[config.mk]
export PLATFORM = sky130hd
export DESIGN_NAME = mtr_seq_ctrl_flat
export DESIGN_NICKNAME = d
export VERILOG_FILES = /design/src/rtl/mtr_seq_if.sv /design/src/rtl/mtr_seq_ctrl.sv /design/src/flat_wrapper.sv
export SDC_FILE = /design/constraint.sdc
export NUM_CORES = 1
export LEC_CHECK = 0
export ABC_AREA = 1
export ABC_CLOCK_PERIOD_IN_PS = 7600
export BUFFER_PORTS_ARGS = -buffer_cell sky130_fd_sc_hd__buf_2
export CORE_UTILIZATION = 40
export DETAILED_ROUTE_END_ITERATION = 6
export PLACE_DENSITY = 0.63
export REMOVE_ABC_BUFFERS = 1
export SYNTH_ARGS = -nofsm -noshare
export SYNTH_HDL_FRONTEND = slang
export SYNTH_SLANG_ARGS = --single-unit
export TNS_END_PERCENT = 100
[constraint.sdc]
create_clock -name clk -period 7.6 [get_ports clk]
set_clock_uncertainty 0.15 [all_clocks]
set_input_delay 0.76 -clock clk [delete_from_list [all_inputs] [get_ports clk]]
set_output_delay 0.76 -clock clk [all_outputs]
set_load 0.02 [all_outputs]
[src/rtl/mtr_seq_if.sv]
// Command, safety and speed signals between the motion sequencer and its host/driver.
interface mtr_seq_if;
  logic        cmd_vld;
  logic [11:0] lft_cmd;
  logic [11:0] rght_cmd;
  logic        cmd_rdy;
  logic        estop;
  logic        OVR_I_shtdwn;
  logic        clr_flt;
  logic [11:0] lft_spd;
  logic [11:0] rght_spd;
  logic        moving;
  logic        at_target;
  logic        fault;

  modport master (
    output cmd_vld, lft_cmd, rght_cmd, estop, OVR_I_shtdwn, clr_flt,
    input  cmd_rdy, lft_spd, rght_spd, moving, at_target, fault
  );

  modport slave (
    input  cmd_vld, lft_cmd, rght_cmd, estop, OVR_I_shtdwn, clr_flt,
    output cmd_rdy, lft_spd, rght_spd, moving, at_target, fault
  );
endinterface

[src/rtl/mtr_seq_ctrl.sv]
// Two-sided motor speed sequencer: slew-limited ramping toward commanded targets,
// with emergency stop ramp-down and immediate overcurrent fault shutdown.
module mtr_seq_ctrl #(
  parameter int unsigned RAMP_STEP = 8,
  parameter int unsigned TICK_DIV  = 1024
) (
  input  logic        clk,
  input  logic        rst_n,
  mtr_seq_if.slave    bus
);

  localparam int unsigned SPD_W = 12;
  localparam int unsigned CNT_W = 16;
  localparam logic [CNT_W-1:0] TICK_LAST = CNT_W'(TICK_DIV - 1);
  localparam logic [SPD_W-1:0] STEP_U    = SPD_W'(RAMP_STEP);
  localparam logic signed [SPD_W:0] STEP_S = (SPD_W+1)'(RAMP_STEP);

  typedef enum logic [1:0] {
    S_IDLE  = 2'd0,
    S_RAMP  = 2'd1,
    S_STOP  = 2'd2,
    S_FAULT = 2'd3
  } state_t;

  state_t           state_q, state_d;
  logic [CNT_W-1:0] cnt_q, cnt_d;
  logic [SPD_W-1:0] lft_tgt_q, lft_tgt_d, rght_tgt_q, rght_tgt_d;
  logic [SPD_W-1:0] lft_spd_q, lft_spd_d, rght_spd_q, rght_spd_d;
  logic             cmd_rdy_q, cmd_rdy_d;
  logic             moving_q, moving_d;
  logic             at_target_q, at_target_d;
  logic             fault_q, fault_d;

  logic             tick;
  logic [SPD_W-1:0] lft_cmd_cl, rght_cmd_cl;
  logic [SPD_W-1:0] lft_slew, rght_slew;

  // One slew step toward tgt; the 13-bit difference cannot overflow.
  function automatic logic [SPD_W-1:0] slew_step(input logic [SPD_W-1:0] tgt,
                                                 input logic [SPD_W-1:0] spd);
    logic signed [SPD_W:0] diff;
    diff = $signed({tgt[SPD_W-1], tgt}) - $signed({spd[SPD_W-1], spd});
    if (diff > STEP_S)       slew_step = spd + STEP_U;
    else if (diff < -STEP_S) slew_step = spd - STEP_U;
    else                     slew_step = tgt;
  endfunction

  always_comb begin
    state_d     = state_q;
    lft_tgt_d   = lft_tgt_q;
    rght_tgt_d  = rght_tgt_q;
    lft_spd_d   = lft_spd_q;
    rght_spd_d  = rght_spd_q;

    tick        = (cnt_q == TICK_LAST);
    cnt_d       = tick ? '0 : cnt_q + CNT_W'(1);
    // -2048 has no positive mirror, so it is pulled in by one LSB
    lft_cmd_cl  = (bus.lft_cmd  == 12'h800) ? 12'h801 : bus.lft_cmd;
    rght_cmd_cl = (bus.rght_cmd == 12'h800) ? 12'h801 : bus.rght_cmd;
    lft_slew    = tick ? slew_step(lft_tgt_q,  lft_spd_q)  : lft_spd_q;
    rght_slew   = tick ? slew_step(rght_tgt_q, rght_spd_q) : rght_spd_q;

    if (bus.OVR_I_shtdwn) begin
      state_d    = S_FAULT;
      lft_tgt_d  = '0;
      rght_tgt_d = '0;
      lft_spd_d  = '0;
      rght_spd_d = '0;
    end else begin
      unique case (state_q)
        S_IDLE: begin
          lft_spd_d  = '0;
          rght_spd_d = '0;
          if (bus.estop) begin
            lft_tgt_d  = '0;
            rght_tgt_d = '0;
            state_d    = S_STOP;
          end else if (bus.cmd_vld) begin
            lft_tgt_d  = lft_cmd_cl;
            rght_tgt_d = rght_cmd_cl;
            if ((lft_cmd_cl != '0) || (rght_cmd_cl != '0)) state_d = S_RAMP;
          end
        end
        S_RAMP: begin
          lft_spd_d  = lft_slew;
          rght_spd_d = rght_slew;
          if (bus.estop) begin
            lft_tgt_d  = '0;
            rght_tgt_d = '0;
            state_d    = S_STOP;
          end else begin
            if (bus.cmd_vld) begin
              lft_tgt_d  = lft_cmd_cl;
              rght_tgt_d = rght_cmd_cl;
            end
            if ((lft_tgt_d == '0) && (rght_tgt_d == '0) &&
                (lft_spd_d == '0) && (rght_spd_d == '0)) state_d = S_IDLE;
          end
        end
        S_STOP: begin
          lft_tgt_d  = '0;
          rght_tgt_d = '0;
          lft_spd_d  = lft_slew;
          rght_spd_d = rght_slew;
          if ((lft_spd_q == '0) && (rght_spd_q == '0) && !bus.estop) state_d = S_IDLE;
        end
        S_FAULT: begin
          lft_tgt_d  = '0;
          rght_tgt_d = '0;
          lft_spd_d  = '0;
          rght_spd_d = '0;
          if (bus.clr_flt) state_d = S_IDLE;
        end
        default: state_d = S_IDLE;
      endcase
    end

    cmd_rdy_d   = (state_d == S_IDLE) || (state_d == S_RAMP);
    moving_d    = (lft_spd_d != '0) || (rght_spd_d != '0);
    at_target_d = (state_d == S_RAMP) && (lft_spd_d == lft_tgt_d) && (rght_spd_d == rght_tgt_d);
    fault_d     = (state_d == S_FAULT);
  end

  always_ff @(posedge clk or negedge rst_n) begin
    if (!rst_n) begin
      state_q     <= S_IDLE;
      cnt_q       <= '0;
      lft_tgt_q   <= '0;
      rght_tgt_q  <= '0;
      lft_spd_q   <= '0;
      rght_spd_q  <= '0;
      cmd_rdy_q   <= 1'b1;
      moving_q    <= 1'b0;
      at_target_q <= 1'b0;
      fault_q     <= 1'b0;
    end else begin
      state_q     <= state_d;
      cnt_q       <= cnt_d;
      lft_tgt_q   <= lft_tgt_d;
      rght_tgt_q  <= rght_tgt_d;
      lft_spd_q   <= lft_spd_d;
      rght_spd_q  <= rght_spd_d;
      cmd_rdy_q   <= cmd_rdy_d;
      moving_q    <= moving_d;
      at_target_q <= at_target_d;
      fault_q     <= fault_d;
    end
  end

  assign bus.cmd_rdy   = cmd_rdy_q;
  assign bus.lft_spd   = lft_spd_q;
  assign bus.rght_spd  = rght_spd_q;
  assign bus.moving    = moving_q;
  assign bus.at_target = at_target_q;
  assign bus.fault     = fault_q;

endmodule

[src/flat_wrapper.sv]
// flat-port wrapper written by rule: the top's interface ports become plain ports
module mtr_seq_ctrl_flat 
#(
  parameter int unsigned RAMP_STEP = 8,
  parameter int unsigned TICK_DIV  = 1024
)
  (clk, rst_n, bus_cmd_vld, bus_lft_cmd, bus_rght_cmd, bus_estop, bus_OVR_I_shtdwn, bus_clr_flt, bus_cmd_rdy, bus_lft_spd, bus_rght_spd, bus_moving, bus_at_target, bus_fault);
  mtr_seq_if bus_i ();
  input  logic clk;
  input  logic rst_n;
  input wire logic [$bits(bus_i.cmd_vld)-1:0] bus_cmd_vld;
  input wire logic [$bits(bus_i.lft_cmd)-1:0] bus_lft_cmd;
  input wire logic [$bits(bus_i.rght_cmd)-1:0] bus_rght_cmd;
  input wire logic [$bits(bus_i.estop)-1:0] bus_estop;
  input wire logic [$bits(bus_i.OVR_I_shtdwn)-1:0] bus_OVR_I_shtdwn;
  input wire logic [$bits(bus_i.clr_flt)-1:0] bus_clr_flt;
  output wire logic [$bits(bus_i.cmd_rdy)-1:0] bus_cmd_rdy;
  output wire logic [$bits(bus_i.lft_spd)-1:0] bus_lft_spd;
  output wire logic [$bits(bus_i.rght_spd)-1:0] bus_rght_spd;
  output wire logic [$bits(bus_i.moving)-1:0] bus_moving;
  output wire logic [$bits(bus_i.at_target)-1:0] bus_at_target;
  output wire logic [$bits(bus_i.fault)-1:0] bus_fault;
  assign bus_i.cmd_vld = bus_cmd_vld;
  assign bus_i.lft_cmd = bus_lft_cmd;
  assign bus_i.rght_cmd = bus_rght_cmd;
  assign bus_i.estop = bus_estop;
  assign bus_i.OVR_I_shtdwn = bus_OVR_I_shtdwn;
  assign bus_i.clr_flt = bus_clr_flt;
  assign bus_cmd_rdy = bus_i.cmd_rdy;
  assign bus_lft_spd = bus_i.lft_spd;
  assign bus_rght_spd = bus_i.rght_spd;
  assign bus_moving = bus_i.moving;
  assign bus_at_target = bus_i.at_target;
  assign bus_fault = bus_i.fault;
  mtr_seq_ctrl #(.RAMP_STEP(RAMP_STEP), .TICK_DIV(TICK_DIV)) u_core (.clk(clk), .rst_n(rst_n), .bus(bus_i));
endmodule
==> impl_metrics.toml, run 1 <==
[run_status]
status = "completed"

[final_layout]
fin_nets = 1232
layout.cells.non_filler = 1392
fin_util = 0.457
drive_above_1_share = 0.0998
n_antenna_cell = 0
area_growth_pct = 11.6
n_fill_cell = 1779

[placed_design]
place_congestion = 0.928
io_buffers = 57
dp_cells = 1376
dp_hpwl_um = 16900

[sta]
fmax_ghz = 0.242
relSlewSlack = 0.344
period_share = 0.544
holdWs_ns = 0.327
fin_crit_ns = 4.14
tightest_slew_ns = 0.983
setup_tns_ns = 0
finalHoldViolCount = 0
finalSetupViolCount = 0
slew_viol_final = 0
rsz0062_at_grt = "false"

[flow_run]
cap_violations = 0

[synth]
syn_avg_cell_area_sq_um = 6.12
ys_seq_area_frac = 0.257
ys_types = 43
netlist_instances = 1114
synth.area.top_cells = "dfrtp_1 25%, nand2_1 20%, inv_1 9.9%, nand3_1 7.6%, nor2_1 7.2%"
yosysWarnings = 0
yosysTopAreaCell = "dfrtp_1"
syn_area_sq_um = 6820
ys_seq_elements = 70
synth.top_cell.area_share = 0.253

[critical_path]
crit_chain = "inv_1 > ha_1 > nand2_1 > inv_2 > a21oi_1 > nand2_1 > nand2_1 > nand2_1 > nor2_1 > nand3_1 > o21ai_2 > nand3_1 > nand2_1 > nand2_1 > nand2_1 > xor2_1 > nand2_1 > nor2_1 > nand2_1 > nor2_1 > nand2_1 > nor2_1 > nand2_1 > nor2_2"
r2r-start = "u_core.bus.lft_spd[5]"
crit_family = "simple AND/OR/NAND/NOR gates"
arrival_ns = 4.26
worstSetupEndpointType = "flip-flop"
slowest_delay_ns = 0.53
path_buf_inv = 2
crit_fanout = 14
crit_required_ns = 7.72
r2r_cells = 24
path_common_cell = "nand2_1"
worst-r2r-setup-slack_ns = 3.46
cp.depth = 24
path_class = "flip-flop to flip-flop"
r2r_end = "u_core.bus.at_target"
start_kind = "flip-flop"
crit_slowest_cell = "dfrtp_1"

[floorplan]
pin_count = 58
die_x_um = 133
dieArea_sq_um = 17600
core_sq_um = 16600
die_y_um = 133
core.rowCount = 47
initial_core_util = 0.410

[min_path]
min_path_type = "flip-flop to flip-flop"
whs_path_depth = 1
min-delay-start = "u_core.cnt_q[0]"
whs_endpoint = "u_core.cnt_q[0]"

[clock_tree]
clkTransAtPathRegs_ns = 0.06
cts_tree = "yes"
cts.repair.resized = 0
clockBufferDepth = 2
cts_sinks = 70
root_buffer = "clkbuf_16"
clock_latency_ns = 0.34
numCtsBuffers = 9
cts-hold-fix-buffers = 0
post-cts-setup-buffers = 0
htreeDepth = 3

[power_and_ir_drop]
p_per_area_nw_per_um2 = 167
p_leak_nw = 4.43
vdd_drop_max_uv = 98.3

[routing]
avgViaCountPerCell = 5.08
drtAntennaViolNets = 0
via_count = 7075
wl_per_cell_um = 15.0
first_pass_iters = 6
topRoutingLayerUsed = "met4"
drt_iter0_markers = 577
wl_met1_um = 10200
drc = 0
met3_length_um = 1320
met2_length_um = 9060
routed_wl_um = 20900

[global_routing]
grt_max_degree = 71
grt_pass1_wl_um = 34100
overflow = 0
grt_antenna_before_repair = 0
grt_pass1_vias = 6547
globalRouteTotalUtil = 0.248
==> state kept, by name, summed over array words and instances, names as in the netlist <==
signal                flops
u_core.cnt_q             16
u_core.bus.lft_spd       12
u_core.bus.rght_spd      12
u_core.lft_tgt_q         12
u_core.rght_tgt_q        12
u_core.state_q            2
u_core.bus.at_target      1
u_core.bus.cmd_rdy        1
u_core.bus.fault          1
u_core.bus.moving         1
==> cell usage after synthesis (all sizes together) <==
library cell  number
nand3b             8
nor3              18
nor2             139
and3               1
nand3            108
ha                33
dfstp              1
o22ai              4
o21ai             36
o211ai             1
a22o               1
a31oi              1
xor2              31
clkinv             3
or2                2
xnor2              8
inv              192
nor3b              1
clkbuf            10
nand4             32
dfrtp             69
buf                6
a21oi             22
nand2            365
mux2i              4
and2               1
nor4              15
fa                 2
==> cells by family (layout without fill, tap and decap cells) <==
group                    after synthesis  in the layout  share of synthesized area
AND/OR/NAND/NOR                      690            690                      0.443
buffers and inverters                211            269                      0.120
flip-flops                            70             70                      0.257
AO/OA/AOI/OAI                         65             65                     0.0523
XOR/XNOR                              39             39                     0.0556
adder cells (fa/ha/maj)               35             35                     0.0664
multiplexers                           4              4                    0.00587
==> per-layer routing <==
| metal | track usage | up-vias |
|---|---|---|
| li1 | - | 3619 |
| met1 | 0.364 | 3188 |
| met4 | 0.0651 | 0 |
| met2 | 0.381 | 245 |
| met5 | 0 | - |
| met3 | 0.0330 | 23 |
==> where the power goes <==
| part | internal, mW | total [mW] | switching, mW |
|---|---|---|---|
| logic | 0.140 | 0.447 | 0.307 |
| clock network | 0.271 | 0.429 | 0.158 |
| registers | 0.385 | 0.396 | 0.0112 |
| total | 0.797 | 1.27 | 0.476 |
==> how the worst max path moves through the flow <==
| stage | startpoint | to | slack [ns] |
|---|---|---|---|
| floorplan | u_core.bus.rght_spd[0] | u_core.bus.at_target | 4.17 |
| global placement | u_core.bus.lft_spd[0] | u_core.bus.at_target | 3.54 |
| detailed placement | u_core.bus.lft_spd[5] | u_core.bus.at_target | 3.59 |
| CTS | u_core.bus.lft_spd[5] | u_core.bus.at_target | 3.55 |
| global route | u_core.bus.lft_spd[5] | u_core.bus.at_target | 3.10 |
| finish | u_core.bus.lft_spd[5] | u_core.bus.at_target | 3.46 |
==> metrics by stage <==
stage / worst slack, ns / power (mW) / instance area (sq um)
final: 3.46 / 1.27 / 7610
after global routing: 3.10 / 1.35 / 7610
after CTS: 3.55 / 1.28 / 7610
after detailed placement: 3.59 / 0.846 / 7310
after global placement: 3.54 / 0.844 / 7310
after floorplan: 4.17 / 0.734 / 6740
==> area by class of cell <==
class / count / area [sq um] / share of cell area
multi-input combinational: 833 / 4250 / 0.558
sequential: 70 / 1750 / 0.230
inverter: 195 / 737 / 0.0968
timing repair buffer: 58 / 295 / 0.0388
tap: 220 / 275 / 0.0362
clock buffer: 13 / 260 / 0.0342
clock inverter: 3 / 42.5 / 0.00559
==> worst reg2reg max path, cell delays in order, from the launching register on <==
cell and delay (ns):
dfrtp_1 0.53, inv_1 0.11, ha_1 0.40, nand2_1 0.15, inv_2 0.05, a21oi_1 0.23, nand2_1 0.11, nand2_1 0.06
nand2_1 0.05, nor2_1 0.12, nand3_1 0.12, o21ai_2 0.52, nand3_1 0.18, nand2_1 0.18, nand2_1 0.06, nand2_1 0.11
xor2_1 0.16, nand2_1 0.09, nor2_1 0.13, nand2_1 0.08, nor2_1 0.14, nand2_1 0.09, nor2_1 0.10, nand2_1 0.07
nor2_2 0.09
==> placed cells by master (no fill, tap or decap), drive strengths merged <==
cell / Yosys / final
or2: 2 / 2
ha: 33 / 33
xnor2: 8 / 8
nand3b: 8 / 8
a21oi: 22 / 22
mux2i: 4 / 4
nor3: 18 / 18
dfstp: 1 / 1
nand4: 32 / 32
clkinvlp: 0 / 1
clkinv: 3 / 4
and3: 1 / 1
a31oi: 1 / 1
o211ai: 1 / 1
nand2: 365 / 365
and2: 1 / 1
nor3b: 1 / 1
nor2: 139 / 139
fa: 2 / 2
clkbuf: 10 / 13
nor4: 15 / 15
inv: 192 / 192
a22o: 1 / 1
bufinv: 0 / 1
xor2: 31 / 31
o22ai: 4 / 4
dfrtp: 69 / 69
o21ai: 36 / 36
buf: 6 / 58
nand3: 108 / 108
Note: power is estimated with default switching activity, not from simulation.
==> run 2: changes to the inputs <==
--- a/config.mk
+++ b/config.mk
@@ -6,11 +6,11 @@
 export NUM_CORES = 1
 export LEC_CHECK = 0
 export ABC_AREA = 1
-export ABC_CLOCK_PERIOD_IN_PS = 7600
+export ABC_CLOCK_PERIOD_IN_PS = 3500
 export BUFFER_PORTS_ARGS = -buffer_cell sky130_fd_sc_hd__buf_2
 export CORE_UTILIZATION = 40
 export DETAILED_ROUTE_END_ITERATION = 6
-export PLACE_DENSITY = 0.63
+export PLACE_DENSITY = 0.65
 export REMOVE_ABC_BUFFERS = 1
 export SYNTH_ARGS = -nofsm -noshare
 export SYNTH_HDL_FRONTEND = slang
==> constraint.sdc (replaced) <==
create_clock -name clk -period 3.5 [get_ports clk]
set_clock_uncertainty 0.15 [all_clocks]
set_input_delay 0.35 -clock clk [delete_from_list [all_inputs] [get_ports clk]]
set_output_delay 0.35 -clock clk [all_outputs]
set_load 0.02 [all_outputs]
==> impl_metrics.toml, run 2 (same netlist as run 1, synthesis figures left out) <==
[global_routing]
use_met1 = 0.369
grt_pass1_wl_um = 36400
grt_pass1_vias = 7218
grt_max_degree = 71
met2_usage = 0.411
use_met3 = 0.0540
overflow = 0
globalRouteTotalUtil = 0.264
grt_antenna_before_repair = 1
grt-busiest-layer = "met2"

[sta]
tightest_slew_ns = 0.923
period_share = 1.02
setup_tns_ns = -0.181
finalHoldViolCount = 0
relSlewSlack = 0.385
finalSetupViolCount = 4
rsz0062_at_grt = "true"
fin_crit_ns = 3.58
fin_ws_ns = -0.0846
slew_viol_final = 0
fmax_ghz = 0.279

[floorplan]
initial_core_util = 0.410
core.rowCount = 47
die_y_um = 133
pin_count = 58
core_sq_um = 16600
die_x_um = 133
dieArea_sq_um = 17600

[clock_tree]
numCtsBuffers = 9
clkTransAtPathRegs_ns = 0.06
cts_tree = "yes"
clock_latency_ns = 0.34
clockBufferDepth = 2
cts_sinks = 70
root_buffer = "clkbuf_16"
htreeDepth = 3

[power_and_ir_drop]
p_leak_nw = 5.23
vdd_drop_max_uv = 294
p_per_area_nw_per_um2 = 358

[critical_path]
worst-r2r-setup-slack_ns = -0.08
crit_required_ns = 3.62
crit_slowest_cell = "fa_2"
crit_fanout = 7
slowest_delay_ns = 0.40
r2r_cells = 30
path_class = "flip-flop to flip-flop"
path_common_cell = "nand2_1"
start_kind = "flip-flop"
arrival_ns = 3.71
worstSetupEndpointType = "flip-flop"

[min_path]
min_path_type = "input port to async pin"

[routing]
drtAntennaViolNets = 0
drc = 0
wl_per_cell_um = 15.2
drt_iter0_markers = 634
via_count = 7812
first_pass_iters = 5
routed_wl_um = 23400
avgViaCountPerCell = 5.10

[run_status]
status = "finished, violations left"
failed_checks = "setup timing"

[placed_design]
dpl_worst_slack_ns = -0.297
dp_hpwl_um = 18000
io_buffers = 57
place_congestion = 0.965

[final_layout]
final_common_cell = "nand2_1"
n_antenna_cell = 0
largest_reg_flops = 16
n_fill_cell = 1678
final_cell_mix = "323 x nand2_1, 176 x inv_1, 126 x buf_4"
largest_register = "u_core.cnt_q"
fin_nets = 1372
area_growth_pct = 34.5
drive_above_1_share = 0.262

[flow_run]
cap_violations = 0
[run 2: what timing repair did]
action,in CTS,in global routing
setup endpoints to repair,6,6
cloned,1,1
hold buffers,0,0
resized for setup,40,74
buffers inserted,12,9
pin swaps,18,46
[run 2: area by class of cell]
type | instances | area, sq um | area share
Clock buffer | 11 | 243 | 0.0265
Clock inverter | 5 | 65.1 | 0.00710
Inverter | 195 | 739 | 0.0806
Multi-Input combinational cell | 835 | 4670 | 0.509
Sequential cell | 70 | 1750 | 0.191
Tap cell | 220 | 275 | 0.0300
Timing Repair Buffer | 196 | 1430 | 0.155
[run 2: routing by layer]
metal | part of all wire | up-vias
met1 | 0.45 | 3568
met2 | 0.44 | 300
met5 | 0.00056 | -
met4 | 0.022 | 2
li1 | - | 3898
met3 | 0.080 | 44
[run 2: metrics by stage]
step | utilization | cells | hold WS (ns) | power [mW] | area [sq um]
detailed placement | 0.495 | 1493 | 0.299 | 1.97 | 8240
finish | 0.551 | 1532 | 0.0688 | 3.28 | 9170
CTS | 0.530 | 1522 | 0.114 | 3.09 | 8820
floorplan | - | 1098 | -0.0956 | 1.59 | 6740
global placement | 0.495 | 1493 | 0.297 | 1.96 | 8240
global route | 0.551 | 1532 | 0.155 | 3.46 | 9170
[run 2: power breakdown]
group / internal, mW / switching (mW)
sequential: 0.836 / 0.0243
clock: 0.581 / 0.393
combinational: 0.581 / 0.866
[run 2: critical path, delay by kind of cell (launching register included)]
| kind | cells | cell delay (ns) |
|---|---|---|
| xor gates and xnor gates | 1 | 0.18 |
| DFF | 1 | 0.35 |
| adders and majority gates | 2 | 0.60 |
| AOI/OAI and AO/OA | 1 | 0.09 |
| and+or+nand+nor | 21 | 1.64 |
| buffers and inverters | 5 | 0.53 |
[run 2: path summary, 6_finish.rpt]
| kind | from | to |
|---|---|---|
| max | u_core.lft_tgt_q[0] | u_core.bus.at_target |
| min | rst_n | u_core.cnt_q[4] |
| max reg2reg | u_core.lft_tgt_q[0] | u_core.bus.at_target |
| min reg2reg | u_core.cnt_q[0] | u_core.cnt_q[0] |
| max in group asynchronous | rst_n | u_core.bus.lft_spd[5] |
| min in group clk | bus_OVR_I_shtdwn | u_core.state_q[0] |
